[src/rtl/reset_seq.sv]
// Multi-stage reset sequencer: stretch, staggered stage releases, then a Z80
// bus request/acknowledge handshake with timeout before the hold reset drops.
module reset_seq #(
  parameter int N_STAGES   = 3,
  parameter int STRETCH    = 256,
  parameter int STAGE_GAP  = 16,
  parameter int TMO_CYCLES = 65535
) (
  input  logic                clk_fpga,
  input  logic                rst,
  input  logic                init,
  output logic [N_STAGES-1:0] stage_rst_n,
  output logic                z80_busrq_n,
  input  logic                z80_busak_n,
  output logic                hold_rst_n,
  output logic                init_in_progress,
  output logic                timeout
);

  localparam int MAXC_A = (STRETCH > STAGE_GAP) ? STRETCH : STAGE_GAP;
  localparam int MAXC   = (MAXC_A > TMO_CYCLES) ? MAXC_A : TMO_CYCLES;
  localparam int CW     = $clog2(MAXC + 1) + 1;

  localparam logic [CW-1:0] C_STRETCH = CW'(STRETCH);
  localparam logic [CW-1:0] C_GAP_M1  = CW'(STAGE_GAP - 1);
  localparam logic [CW-1:0] C_TMO_M1  = CW'(TMO_CYCLES - 1);

  typedef enum logic [2:0] {
    S_HOLD  = 3'd0,
    S_STAGE = 3'd1,
    S_BUSRQ = 3'd2,
    S_DONE  = 3'd3,
    S_TMO   = 3'd4
  } state_t;

  state_t              r_state, w_state_nx;
  logic [CW-1:0]       r_cnt, w_cnt_nx;
  logic [N_STAGES-1:0] r_stage_rst_n, w_stage_rst_n_nx;
  logic                r_busrq_n, w_busrq_n_nx;
  logic                r_hold_rst_n, w_hold_rst_n_nx;
  logic                r_iip, w_iip_nx;
  logic                r_timeout, w_timeout_nx;
  logic                r_ack_s1, r_ack_s2;

  // Acknowledge comes from another clock domain; idle level is high.
  always_ff @(posedge clk_fpga or posedge rst) begin
    if (rst) begin
      r_ack_s1 <= 1'b1;
      r_ack_s2 <= 1'b1;
    end else begin
      r_ack_s1 <= z80_busak_n;
      r_ack_s2 <= r_ack_s1;
    end
  end

  always_ff @(posedge clk_fpga or posedge rst) begin
    if (rst) begin
      r_state       <= S_HOLD;
      r_cnt         <= '0;
      r_stage_rst_n <= '0;
      r_busrq_n     <= 1'b1;
      r_hold_rst_n  <= 1'b0;
      r_iip         <= 1'b1;
      r_timeout     <= 1'b0;
    end else begin
      r_state       <= w_state_nx;
      r_cnt         <= w_cnt_nx;
      r_stage_rst_n <= w_stage_rst_n_nx;
      r_busrq_n     <= w_busrq_n_nx;
      r_hold_rst_n  <= w_hold_rst_n_nx;
      r_iip         <= w_iip_nx;
      r_timeout     <= w_timeout_nx;
    end
  end

  always_comb begin
    w_state_nx       = r_state;
    w_cnt_nx         = r_cnt;
    w_stage_rst_n_nx = r_stage_rst_n;
    w_busrq_n_nx     = r_busrq_n;
    w_hold_rst_n_nx  = r_hold_rst_n;
    w_iip_nx         = r_iip;
    w_timeout_nx     = r_timeout;

    if (init) begin
      w_state_nx       = S_HOLD;
      w_cnt_nx         = '0;
      w_stage_rst_n_nx = '0;
      w_busrq_n_nx     = 1'b1;
      w_hold_rst_n_nx  = 1'b0;
      w_iip_nx         = 1'b1;
      w_timeout_nx     = 1'b0;
    end else begin
      case (r_state)
        S_HOLD: begin
          if (r_cnt == C_STRETCH) begin
            w_state_nx       = S_STAGE;
            w_cnt_nx         = '0;
            w_stage_rst_n_nx = (r_stage_rst_n << 1) | N_STAGES'(1);
          end else begin
            w_cnt_nx = r_cnt + CW'(1);
          end
        end
        // Stages release as a thermometer code; the top bit marks completion.
        S_STAGE: begin
          if (r_stage_rst_n[N_STAGES-1]) begin
            w_state_nx   = S_BUSRQ;
            w_cnt_nx     = '0;
            w_busrq_n_nx = 1'b0;
          end else if (r_cnt == C_GAP_M1) begin
            w_cnt_nx         = '0;
            w_stage_rst_n_nx = (r_stage_rst_n << 1) | N_STAGES'(1);
          end else begin
            w_cnt_nx = r_cnt + CW'(1);
          end
        end
        // Acknowledge is tested first so it wins over a simultaneous timeout.
        S_BUSRQ: begin
          if (!r_ack_s2) begin
            w_state_nx      = S_DONE;
            w_cnt_nx        = '0;
            w_hold_rst_n_nx = 1'b1;
            w_iip_nx        = 1'b0;
          end else if (r_cnt == C_TMO_M1) begin
            w_state_nx   = S_TMO;
            w_cnt_nx     = '0;
            w_busrq_n_nx = 1'b1;
            w_timeout_nx = 1'b1;
            w_iip_nx     = 1'b0;
          end else begin
            w_cnt_nx = r_cnt + CW'(1);
          end
        end
        S_DONE: w_state_nx = S_DONE;
        S_TMO:  w_state_nx = S_TMO;
        default: begin
          w_state_nx = S_HOLD;
          w_cnt_nx   = '0;
        end
      endcase
    end
  end

  assign stage_rst_n      = r_stage_rst_n;
  assign z80_busrq_n      = r_busrq_n;
  assign hold_rst_n       = r_hold_rst_n;
  assign init_in_progress = r_iip;
  assign timeout          = r_timeout;

endmodule
[config.mk]
export PLATFORM = sky130hd
export DESIGN_NAME = reset_seq
export DESIGN_NICKNAME = d
export VERILOG_FILES = /design/src/rtl/reset_seq.sv
export SDC_FILE = /design/constraint.sdc
export NUM_CORES = 1
export LEC_CHECK = 0
export BUFFER_PORTS_ARGS = -buffer_cell sky130_fd_sc_hd__buf_2
export CORE_ASPECT_RATIO = 0.9
export CORE_MARGIN = 2
export CORE_UTILIZATION = 60
export DETAILED_ROUTE_END_ITERATION = 7
export PLACE_DENSITY = 0.79
export SETUP_SLACK_MARGIN = 0.5
export SYNTH_ARGS = -nofsm -noshare
export SYNTH_HDL_FRONTEND = slang
export SYNTH_SLANG_ARGS = --single-unit
[constraint.sdc]
create_clock -name clk_fpga -period 2.1 [get_ports clk_fpga]
set_clock_uncertainty 0.05 [all_clocks]
set_input_delay 0.21 -clock clk_fpga [delete_from_list [all_inputs] [get_ports clk_fpga]]
set_output_delay 0.21 -clock clk_fpga [all_outputs]
set_load 0.005 [all_outputs]
==> flow_summary.yaml <==
power_and_ir_drop:
  p_leak_nw: 0.965
  power_density_nw_per_um2: 498
  p_comb_frac: 0.072
  seq_power_share: 0.504
  p_sw_w: 0.000262
  internal_power_w: 0.000888
  clkPwrFrac: 0.424
  swShare: 0.228
  ir_drop_mv: 0.494
critical_path:
  crit_end: "r_cnt[2]$_DFFE_PP0P_"
  cpPeakStageDelay_ns: 0.46
  cp_num_cells: 6
  reg2reg_to: "r_cnt[2]$_DFFE_PP0P_"
  critPathMaxFanout: 7
  rr_worst_depth: 6
  cp.arrival_ns: 2.16
  regToRegSetupSlack_ns: 0.11
  required_ns: 2.27
  cp_slowest_cell: "dfrtp_1"
  startpoint_type: "flop"
  worstSetupEndpointType: "flop"
  r2r_start: "r_cnt[12]$_DFFE_PP0P_"
  critical_path.top_delay_family: "simple AND/OR/NAND/NOR gates"
  setup.worst_path.class: "reg -> reg"
  setup.worst_path.start: "r_cnt[12]$_DFFE_PP0P_"
  path_buf_inv: 1
  path_cells: "nand4_1, nor4_4, o22ai_4, nor3_4, buf_12, o32ai_2"
sta:
  final_hold_viol_count: 0
  setup_viol: 0
  period_share: 0.949
  slew_headroom: 0.756
  tns_ns: 0
  hold_slack_ns: 0.257
  worst_pin_slew_ns: 0.364
  period_needed_ns: 1.99
  max_freq_ghz: 0.502
  grt_setup_unrepaired: "yes"
  maxSlewViolCount: 0
cells_and_area:
  diodes: 0
  areaGrowthSynthToFinish_pct: 31.7
  fillerInstances: 165
  num-nets-final: 233
  final_util: 0.833
  final_layout_size_suffix_gt1_frac: 0.396
  final_cell_area_um2: 2310
route:
  drt_iter0_markers: 148
  drc: 0
  finalWirelength_mm: 5.16
  vias: 1740
  ant_nets: 0
  drt_pass1_iterations: 4
  wl_per_cell_um: 19.3
  vias_per_cell: 6.52
floorplanning:
  die_h_um: 55.3
  core_area_um2: 2770
  start_util: 0.633
  die_area_um2: 3370
  pin_count: 11
  die_width_um: 61.0
  rows: 18
clocking:
  insertion_delay_ns: 0.34
  clkSlewWorstSetupHoldPaths_ns: 0.10
  tritoncts: "built"
  clock_sinks: 29
  clk_path_buf_depth: 2
  cts_made_buffers: 5
  cts-root-buf: "clkbuf_4"
  h-tree-depth: 2
worst_hold_path:
  hp-class: "in -> reg"
  whs_path_depth: 3
  worstHoldStart: "init"
yosys:
  async_flop_share: 1.00
  synth_warnings: 0
  synthCells: 185
  synth_edf_count: 0
  synth-seq-cells: 29
  synth-main-ff-cell: "dfrtp_1"
  post_synth_num_cell_types: 55
  avgSynthCellArea_um2: 9.48
  syn-num-nets: 192
  yosysSeqAreaShare: 0.417
  syn-cell-area_um2: 1750
global_routing:
  grt_max_degree: 30
  grt_pass1_wl_mm: 8.02
  grt-ovfl-total: 0
  grt_pass1_vias: 1641
  antenna_found_initial: 0
  track_usage: 0.322
outcome:
  status: "completed"
place:
  place_area_um2: 1960
  gp_congestion: 0.916
  dp_hpwl_mm: 3.01
  io_buffers: 10
job:
  drv_cap: 0
[stage by stage]
step                setup WS, ns  power, W  std cells
floorplan                  0.290  0.000624        185
global placement          0.0897  0.000640        244
detailed placement        0.0460  0.000644        244
CTS                        0.139   0.00114        262
global route             -0.0109   0.00119        267
finish                     0.108   0.00115        267
[worst min path at each step]
stage	end
2_1_floorplan	r_ack_s1$_DFF_PP1_
5_1_grt	stage_rst_n[1]$_DFFE_PP0P_
6_report	stage_rst_n[1]$_DFFE_PP0P_
3_3_place_gp	timeout$_DFFE_PP0P_
4_1_cts	stage_rst_n[1]$_DFFE_PP0P_
3_5_place_dp	timeout$_DFFE_PP0P_
[timing repair]
action / 4_1_cts / 5_1_grt
gates resized for setup: 20 / 12
hold buffers: 2 / 0
endpoints found under the hold margin: 26 / 0
endpoints found under the setup margin: 26 / 26
setup buffers: 8 / 5
pin swaps: 7 / 4
[tightest hold or removal path: cells and delay by family]
family                 cells  cell delay (ns)
AOI/OAI and AO/OA          1             0.04
buffers and inverters      2             0.35
[flip-flops by register name, indices dropped and copies added, names as in the netlist]
signal            flops
r_ack_s2              1
r_ack_s1              1
r_cnt                17
z80_busrq_n           1
init_in_progress      1
r_state               3
stage_rst_n           3
hold_rst_n            1
timeout               1
[logic make-up after synthesis]
family / after synthesis / synth area share
XOR/XNOR: 1 / 0.00500
AND/OR/NAND/NOR: 75 / 0.270
buffers and inverters: 19 / 0.0557
multiplexers: 2 / 0.0121
adder cells (fa/ha/maj): 3 / 0.0214
AO/OA/AOI/OAI: 56 / 0.219
flip-flops: 29 / 0.417
[cell usage in the layout, fill, tap and decap left out, types with 8 or more instances in the layout]
cell type,n
o21ai_0,8
nand3_1,9
buf_4,24
buf_2,10
o21ai_1,10
inv_1,9
nand2_1,19
dfrtp_1,19
[area by class of cell]
class / instances / area [µm²] / share of cell area
clock buffer: 7 / 55.1 / 0.0238
clock inverter: 1 / 30.0 / 0.0130
inverter: 11 / 41.3 / 0.0179
multi-input combinational: 137 / 1070 / 0.462
sequential: 29 / 738 / 0.320
tap: 40 / 50.0 / 0.0217
timing repair buffer: 42 / 328 / 0.142
[routing by layer]
metal | part of all wire | vias to the layer above | track usage
met3 | 0.083 | 15 | 0.0679
met5 | 0 | - | 0
li1 | - | 782 | -
met1 | 0.41 | 841 | 0.476
met4 | 0.023 | 0 | 0.102
met2 | 0.48 | 102 | 0.472
[power groups by stage]
stage | logic [W] | registers [W] | clock network [W]
finish | 0.0000827 | 0.000579 | 0.000488
global route | 0.0000898 | 0.000581 | 0.000515
CTS | 0.0000753 | 0.000577 | 0.000487
detailed placement | 0.0000564 | 0.000588 | 0
global placement | 0.0000542 | 0.000586 | 0
floorplan | 0.0000396 | 0.000584 | 0
[synth_stat cells, drive strengths merged (2+ instances only)]
cell type	n	area [µm²]
a21oi	10	53.8
inv	11	41.3
and4	5	45.0
and2	2	12.5
and3	3	18.8
nor3b	2	31.3
ha	3	37.5
o22ai	7	57.6
o2111ai	3	26.3
or2	2	12.5
o31ai	3	22.5
o32ai	2	25.0
dfstp	4	105
nor3	3	26.3
buf	7	52.5
nor4b	2	23.8
a21o	2	15.0
nand4	7	43.8
nor4	7	58.8
a31o	2	17.5
nor2	9	38.8
dfrtp	25	626
nand3	9	45.0
nand2	19	71.3
o21ai	18	90.1
Note: power is estimated with default switching activity, not from simulation.
